## src/rtl/xfer_sequencer.sv

```systemverilog
// Transfer sequencer: sequences a host command, its optional data phase,
// the automatic CMD12 that ends a multi-block transfer, and completion or error reporting.
module xfer_sequencer #(
  parameter int DAT_TIMEOUT = 4096
) (
  input  logic        CLK,
  input  logic        RESET,
  input  logic        start_flag,
  input  logic [5:0]  cmd_index,
  input  logic        data_present,
  input  logic        multiple_blk,
  input  logic [15:0] block_count,
  input  logic        cmd_complete,
  input  logic        cmd_timeout,
  input  logic        block_done,
  input  logic        STOP,
  input  logic        err_clr,
  output logic        new_cmd,
  output logic [5:0]  cmd_index_out,
  output logic        dat_start,
  output logic        cmd_inhibit,
  output logic        dat_inhibit,
  output logic        xfer_complete,
  output logic        error_flag,
  output logic [15:0] blocks_left
);

  localparam int WDW = $clog2(DAT_TIMEOUT) + 1;
  localparam logic [WDW-1:0] WD_LAST = WDW'(DAT_TIMEOUT - 1);
  localparam logic [5:0] STOP_CMD_IDX = 6'd12;

  typedef enum logic [2:0] {
    IDLE       = 3'd0,
    ISSUE      = 3'd1,
    WAIT_RESP  = 3'd2,
    DATA       = 3'd3,
    STOP_ISSUE = 3'd4,
    STOP_WAIT  = 3'd5,
    DONE       = 3'd6,
    ERROR      = 3'd7
  } state_t;

  state_t         r_state;
  logic [5:0]     r_cmd_idx;
  logic           r_data_present;
  logic           r_multiple_blk;
  logic [WDW-1:0] r_wdog;

  // A multi-block data command with a zero block count cannot be run at all.
  logic w_bad_count;
  assign w_bad_count = data_present & multiple_blk & (block_count == 16'd0);

  // Single state machine; every output is set on the transition into the
  // state in which it must be visible, so outputs stay registered.
  always_ff @(posedge CLK or posedge RESET) begin
    if (RESET) begin
      r_state        <= IDLE;
      r_cmd_idx      <= 6'd0;
      r_data_present <= 1'b0;
      r_multiple_blk <= 1'b0;
      r_wdog         <= '0;
      new_cmd        <= 1'b0;
      cmd_index_out  <= 6'd0;
      dat_start      <= 1'b0;
      cmd_inhibit    <= 1'b0;
      dat_inhibit    <= 1'b0;
      xfer_complete  <= 1'b0;
      error_flag     <= 1'b0;
      blocks_left    <= 16'd0;
    end else begin
      // Pulse outputs default low so none can stay high two cycles running.
      new_cmd       <= 1'b0;
      dat_start     <= 1'b0;
      xfer_complete <= 1'b0;

      case (r_state)
        IDLE: begin
          if (error_flag) begin
            // Locked out until software acknowledges the error.
            if (err_clr) begin
              error_flag <= 1'b0;
            end
          end else if (start_flag) begin
            r_cmd_idx      <= cmd_index;
            r_data_present <= data_present;
            r_multiple_blk <= multiple_blk;
            blocks_left    <= multiple_blk ? block_count : 16'd1;
            if (w_bad_count) begin
              error_flag  <= 1'b1;
              cmd_inhibit <= 1'b0;
              dat_inhibit <= 1'b0;
              r_state     <= ERROR;
            end else begin
              cmd_inhibit   <= 1'b1;
              dat_inhibit   <= data_present;
              new_cmd       <= 1'b1;
              cmd_index_out <= cmd_index;
              r_state       <= ISSUE;
            end
          end
        end

        ISSUE: begin
          r_state <= WAIT_RESP;
        end

        WAIT_RESP: begin
          if (cmd_timeout) begin
            error_flag  <= 1'b1;
            cmd_inhibit <= 1'b0;
            dat_inhibit <= 1'b0;
            r_state     <= ERROR;
          end else if (cmd_complete) begin
            if (r_data_present) begin
              dat_start   <= 1'b1;
              cmd_inhibit <= 1'b0;
              r_wdog      <= '0;
              r_state     <= DATA;
            end else begin
              xfer_complete <= 1'b1;
              cmd_inhibit   <= 1'b0;
              dat_inhibit   <= 1'b0;
              r_state       <= DONE;
            end
          end
        end

        DATA: begin
          if (STOP) begin
            new_cmd       <= 1'b1;
            cmd_index_out <= STOP_CMD_IDX;
            cmd_inhibit   <= 1'b1;
            r_state       <= STOP_ISSUE;
          end else if (block_done) begin
            r_wdog <= '0;
            if (blocks_left != 16'd0) begin
              blocks_left <= blocks_left - 16'd1;
            end
            if (blocks_left == 16'd1) begin
              if (r_multiple_blk) begin
                new_cmd       <= 1'b1;
                cmd_index_out <= STOP_CMD_IDX;
                cmd_inhibit   <= 1'b1;
                r_state       <= STOP_ISSUE;
              end else begin
                xfer_complete <= 1'b1;
                cmd_inhibit   <= 1'b0;
                dat_inhibit   <= 1'b0;
                r_state       <= DONE;
              end
            end
          end else if (r_wdog == WD_LAST) begin
            error_flag  <= 1'b1;
            cmd_inhibit <= 1'b0;
            dat_inhibit <= 1'b0;
            r_state     <= ERROR;
          end else begin
            r_wdog <= r_wdog + 1'b1;
          end
        end

        STOP_ISSUE: begin
          r_state <= STOP_WAIT;
        end

        STOP_WAIT: begin
          if (cmd_timeout) begin
            error_flag  <= 1'b1;
            cmd_inhibit <= 1'b0;
            dat_inhibit <= 1'b0;
            r_state     <= ERROR;
          end else if (cmd_complete) begin
            xfer_complete <= 1'b1;
            cmd_inhibit   <= 1'b0;
            dat_inhibit   <= 1'b0;
            r_state       <= DONE;
          end
        end

        DONE: begin
          r_state <= IDLE;
        end

        ERROR: begin
          r_state <= IDLE;
        end

        default: begin
          r_state <= IDLE;
        end
      endcase
    end
  end

endmodule

```

## config.mk

```make
export PLATFORM = sky130hd
export DESIGN_NAME = xfer_sequencer
export DESIGN_NICKNAME = d
export VERILOG_FILES = /design/src/rtl/xfer_sequencer.sv
export SDC_FILE = /design/constraint.sdc
export NUM_CORES = 1
export LEC_CHECK = 0
export ABC_AREA = 1
export CORE_MARGIN = 1
export CORE_UTILIZATION = 55
export CTS_BUF_LIST = sky130_fd_sc_hd__clkbuf_4 sky130_fd_sc_hd__clkbuf_8
export CTS_CLUSTER_DIAMETER = 120
export DETAILED_ROUTE_END_ITERATION = 16
export DONT_BUFFER_PORTS = 1
export PLACE_DENSITY_LB_ADDON = 0.1
export SLEW_MARGIN = 0
export SYNTH_ARGS = -nofsm -noshare
export SYNTH_HDL_FRONTEND = slang
export SYNTH_SLANG_ARGS = --single-unit
```

## constraint.sdc

```tcl
create_clock -name CLK -period 4.04 [get_ports CLK]
set_input_delay 0.808 -clock CLK [delete_from_list [all_inputs] [get_ports CLK]]
set_output_delay 0.808 -clock CLK [all_outputs]
set_load 0.005 [all_outputs]
```

## After elaboration in Yosys (flattened, before gate mapping)

Index checks and enable logic that the tools add are counted.

| storage, ports and cells | value |
|---|---|
| bits in registers | 46 |
| input bits | 32 |
| output and inout port bits | 28 |
| word-level logic and storage cells | 155 |

| operators by class | value |
|---|---|
| add/sub/neg operators | 2 |
| equality and inequality tests | 34 |
| multiplexer cells | 87 |
| bitwise operators | 3 |
| reduce and logical (&&, ||, !) cells | 17 |

Operator list:

| kind | number |
|---|---|
| $mux W16 | 6 |
| $mux W13 | 6 |
| $mux W1 | 46 |
| $mux W6 | 7 |
| $mux W3 | 12 |
| $pmux W16 S2 | 1 |
| $ne A3 B3 Y1 const B | 10 |
| $pmux W13 S2 | 1 |
| $reduce_and A6 Y1 | 4 |
| $ne A2 B2 Y1 const B | 11 |
| $pmux W3 S7 | 1 |
| $eq A16 B1 Y1 const B | 1 |
| $logic_not A16 Y1 | 1 |
| $reduce_bool A16 Y1 | 1 |
| $sub A16 B1 Y16 const B | 1 |
| $add A13 B1 Y13 const B | 1 |
| $eq A13 B12 Y1 const B | 1 |
| $eq A3 B3 Y1 const B | 4 |
| $pmux W6 S2 | 1 |
| $reduce_and A10 Y1 | 1 |
| $pmux W1 S3 | 3 |
| $ne A4 B4 Y1 const B | 2 |
| $reduce_and A7 Y1 | 1 |
| $eq A3 B2 Y1 const B | 2 |
| other kinds (15) | 18 |

## Depth between registers and ports, before layout

| logic depth | value |
|---|---|
| depth after elaboration | 6 |
| depth in mapped cells | 11 |
| mapped depth without buffers | 11 |

## Least setup slack after synthesis

Ideal clock, no wire load.

| timing path | value |
|---|---|
| kind | input to register |
| from | input port multiple_blk |
| to | register cmd_inhibit |
| library setup time | 118 ps |
| arrival | 1628 ps |
| data required time | 3922 ps |
| path slack | 2294 ps |
| stages | 8 |
| path buffers | 1 |
| path through | buf_2 -> nand2_1 -> nor2_1 -> nand3_1 -> nand2_1 -> nand2_1 -> inv_2 -> nand2_1 |

| between the ends | value |
|---|---|
| word-level cells in the longest chain between the ends | 6 |

RTL lines:

| what | RTL line | text |
|---|---|---|
| start: declaration | 11 | `input logic multiple_blk,` |
| $and A1 B1 Y1 (2 in a row) | 51 | `assign w_bad_count = data_present & multiple_blk & (block_count == 16'd0);` |
| $mux W1 | 88 | `if (w_bad_count) begin` |
| $mux W1 | 83 | `end else if (start_flag) begin` |
| $mux W1 | 78 | `if (error_flag) begin` |
| $pmux W1 S3 | 76 | `case (r_state)` |
| end signal: assignment | 90 | `cmd_inhibit <= 1'b0;` |
| end signal: assignment | 94 | `cmd_inhibit <= 1'b1;` |
| end signal: assignment | 110 | `cmd_inhibit <= 1'b0;` |
| end: declaration | 21 | `output logic cmd_inhibit,` |

No other way between the ends. The select of a mux whose other input is x is not followed.
A chain may end at the register's enable or synchronous reset.

## Final worst setup path

| timing path | value |
|---|---|
| from | register r_state[1] |
| to | register blocks_left[13] |

| between the ends | value |
|---|---|
| word-level cells in the longest chain between the ends | 3 |
| elaborated cells on any way between the ends | 10 |
| classes of those cells | 6 x eq/ne; 1 x mux; 3 x reduce/logical |

RTL lines:

| what | RTL line | text |
|---|---|---|
| start: declaration | 43 | `state_t r_state;` |
| start signal: assignment | 57 | `r_state <= IDLE;` |
| start signal: assignment | 92 | `r_state <= ERROR;` |
| start signal: assignment | 98 | `r_state <= ISSUE;` |
| $eq A3 B2 Y1 / $logic_not A3 Y1 (equally long branches) | 76 |  |
| $ne A2 B2 Y1 (no line) / $reduce_bool A2 Y1 (equally long branches) | - |  |
| $reduce_and A6 Y1 (no line) | - |  |
| end signal: assignment | 87 | `blocks_left <= multiple_blk ? block_count : 16'd1;` |
| end signal: assignment | 137 | `blocks_left <= blocks_left - 16'd1;` |
| end: declaration | 25 | `output logic [15:0] blocks_left` |

Several ways; a longest one is shown, not always the timed one.

==> run summary <==
### Floorplan
- **die height** 75.8 µm
- **width of the die** 75.8 µm
- **Core Rows** 26
- **area of the placeable core** 5170 µm²
- **die outline area** 5750 µm²
- **starting utilization of the core area** 0.579
- **top-level I/O count** 60

### Yosys
- **share of synthesized cell area in full adder, half adder and majority cells** 0.0167
- **multiplexer share of the synthesized area** 0
- **post-synthesis net count** 460
- **distinct cell type count after synthesis** 41
- **XOR/XNOR Fraction of Synth Area** 0.0175
- **area share of the largest cell type after synthesis** 0.384
- **most used standard cells in the synthesized netlist** nand2_1, nor2_1, dfrtp_1, inv_1, nand3_1
- **Syn Std Cell Area** 3000 µm²
- **mean instance size in the synthesized netlist** 7.07 µm²
- **top flip-flop cell by instance count after synthesis** dfrtp_1
- **cell taking the most area after synthesis** dfrtp_1
- **largest family of logic cells by synthesized area** simple AND/OR/NAND/NOR gates
- **Post-synth ARST share** 1.00
- **top area cells in the synthesized netlist** dfrtp_1, nand2_1, nor2_1, nand3_1, inv_1
- **number of synthesized register bits** 46
- **count of yosys warnings during synthesis** 0
- **share of synthesized area occupied by flip-flops and latches** 0.384
- **simple-gate area share of the yosys netlist** 0.354
- **cell count after synthesis** 424
- **share of the synthesized area in compound gates (AO/OA/AOI/OAI)** 0.145
- **number of synthesized flops with an enable pin** 0
- **count leader, synth** nand2_1

### Timing
- **final hold viol count** 0
- **count of final max-slew check failures** 0
- **Worst Skew** 0.00962 ns
- **Setup TNS Final** 0 ns
- **final critical-path required period** 2.02 ns
- **slew at the pin with the worst max-slew slack** 0.947 ns
- **timing-limited maximum frequency** 495 MHz
- **hold slack final** 0.506 ns
- **Worst slew margin** 0.367
- **post-route fraction of the period consumed by the critical path** 0.500
- **RSZ-0062 raised after global routing** false
- **final count of negative-setup-slack endpoints** 0

### Clock network
- **number of CTS-inserted buffers** 5
- **insertion delay of the later-clocked pin in the worst-skew pair** 0.30 ns
- **number of H-tree branching levels** 2
- **master cell of the clock root buffer** clkbuf_8
- **largest buffer count on any clock path** 2
- **post-cts hold buffer count** 0
- **CTS clk-pin slew, worst paths** 0.09 ns
- **setup repair bufs after CTS** 0
- **clock net sink count** 46
- **TritonCTS clock tree** yes
- **number of instances resized during post-cts repair** 0

### Routing
- **Total Wirelength** 7.11 mm
- **First DRT Iteration DRCs** 165
- **number of DRC violations after detailed routing** 0
- **routed vias** 2772
- **routed wire length per instance** 14.4 µm
- **First-pass DRT Iterations** 5
- **antenna violation net count after detailed routing** 0
- **per-cell via count in the routed design** 5.61

### Setup path
- **Setup Crit Path Kind** reg -> reg
- **crit-path leading delay family** simple AND/OR/NAND/NOR gates
- **Worst R2R End** blocks_left[13]
- **Worst path max stage delay** 0.57 ns
- **endpoint of the most critical setup path** blocks_left[13]
- **startpoint of the most critical setup path** r_state[1]
- **slowest cell on the critical path** dfrtp_1
- **critical path buffer and inverter count** 2
- **highest fanout seen on the critical path** 21
- **Register-to-Register Setup Slack** 2.02 ns
- **kind of start point of the critical path** flip-flop
- **Critical R2R Launch** r_state[1]
- **depth of the worst register-to-register path** 10
- **Crit path required time** 4.23 ns
- **crit end category** flip-flop
- **crit path DAT** 2.21 ns
- **stages on the worst setup path** 10
- **Critical Path, Cell by Cell** nand2_1, nor2_2, buf_4, nand2_1, nand2_1, nor2_4, nand2_4, inv_6, nor2_1, a21oi_2
- **cell with the most instances on the worst path** nand2_1

### Power and ir drop
- **total power draw** 2.20 mW
- **cell leakage power** 1.48 nW
- **Pwr Density** 706 nW/µm²
- **maximum VDD drop** 0.373 mV

### Run
- **max-cap violation count** 0

### GRT
- **Total GRT Usage** 0.265
- **number of antenna violations at the first check in global routing** 0
- **vias in the first global route** 2517
- **largest net degree at the start of global routing** 47
- **sum of overflow across all layers after global routing** 0
- **wire length of the first global-routing pass** 11.5 mm

### Placed design
- **routability congestion estimate from global placement** 0.961
- **quantity of I/O buffers inserted on ports** 0
- **HPWL after detailed placement** 5.32 mm

### Outcome
- **result of the run** finished, final reports clean

### Finish
- **final net count** 459
- **count of inserted antenna diode cells** 0
- **share of final-layout standard cells stronger than drive strength 1** 0.101
- **signed area change from the synthesized netlist to the final layout** 3.80%

### Hold path
- **class of the most critical hold timing path** reg -> reg

worst min path at each step:
stage / from / cells after the start / endpoint / slack, ns
after floorplan: r_wdog[12] / 2 / r_wdog[12] / 0.46
after global placement: dat_inhibit / 2 / dat_inhibit / 0.48
after detailed placement: cmd_index_out[0] / 2 / cmd_index_out[0] / 0.49
after CTS: cmd_index_out[0] / 2 / cmd_index_out[0] / 0.51
after global routing: r_wdog[0] / 1 / r_wdog[0] / 0.53
final: cmd_index_out[0] / 2 / cmd_index_out[0] / 0.51
per-stage QoR:
| stage | instance area (µm²) | setup slack (ns) | cells | utilization |
|---|---|---|---|---|
| 3_3_place_gp | 3020 | 2.08 | 486 | 0.584 |
| 3_5_place_dp | 3020 | 2.05 | 486 | 0.584 |
| 2_1_floorplan | 3000 | 2.14 | 424 | - |
| 6_report | 3110 | 2.02 | 494 | 0.601 |
| 4_1_cts | 3110 | 2.03 | 494 | 0.601 |
| 5_1_grt | 3110 | 1.86 | 494 | 0.601 |
area by class of cell:
type | count | area (µm²)
fill | 486 | 2060
multi-input combinational | 324 | 1600
sequential | 46 | 1150
inverter | 45 | 176
tap | 70 | 87.6
clock buffer | 5 | 68.8
clock inverter | 3 | 21.3
timing repair buffer | 1 | 7.51
per-layer routing:
layer / vias to the layer above / global-route usage / share of wire
li1: 1383 / - / -
met1: 1256 / 0.347 / 0.43
met2: 117 / 0.431 / 0.48
met3: 16 / 0.0635 / 0.071
met4: 0 / 0.0885 / 0.015
met5: - / 0 / 0
logic make-up after synthesis:
logic type,Yosys count
simple gates,239
xor+xnor,6
flops,46
buf+inv,54
fa+ha+maj,4
compound gates,75
where the power goes:
part	switching [mW]	internal [mW]	leakage (nW)
combinational	0.721	0.361	0.834
clock	0.170	0.122	0.0441
sequential	0.201	0.622	0.598
tightest hold or removal path, cell delays in order (launching register included):
cell and delay (ns):
dfrtp_1 0.37, nand2_1 0.06, nand2_1 0.05
cell usage in the layout, fill, tap and decap left out, drive strengths merged, types with 2 or more instances in the layout:
cell / n
a22oi: 2
clkinv: 2
nand4: 7
xor2: 5
ha: 4
o211ai: 2
nand3: 35
clkbuf: 5
dfrtp: 46
nor2: 72
o22ai: 4
a21oi: 13
inv: 45
a21o: 2
nor3: 7
o21ai: 46
nand2: 116
sequential cells by signal, indices dropped and copies added, names as in the netlist:
register / flops
blocks_left: 16
r_wdog: 13
cmd_index_out: 6
r_state: 3
cmd_inhibit: 1
dat_inhibit: 1
dat_start: 1
error_flag: 1
new_cmd: 1
r_data_present: 1
r_multiple_blk: 1
xfer_complete: 1
No activity file was read; power rests on OpenSTA's default activity.
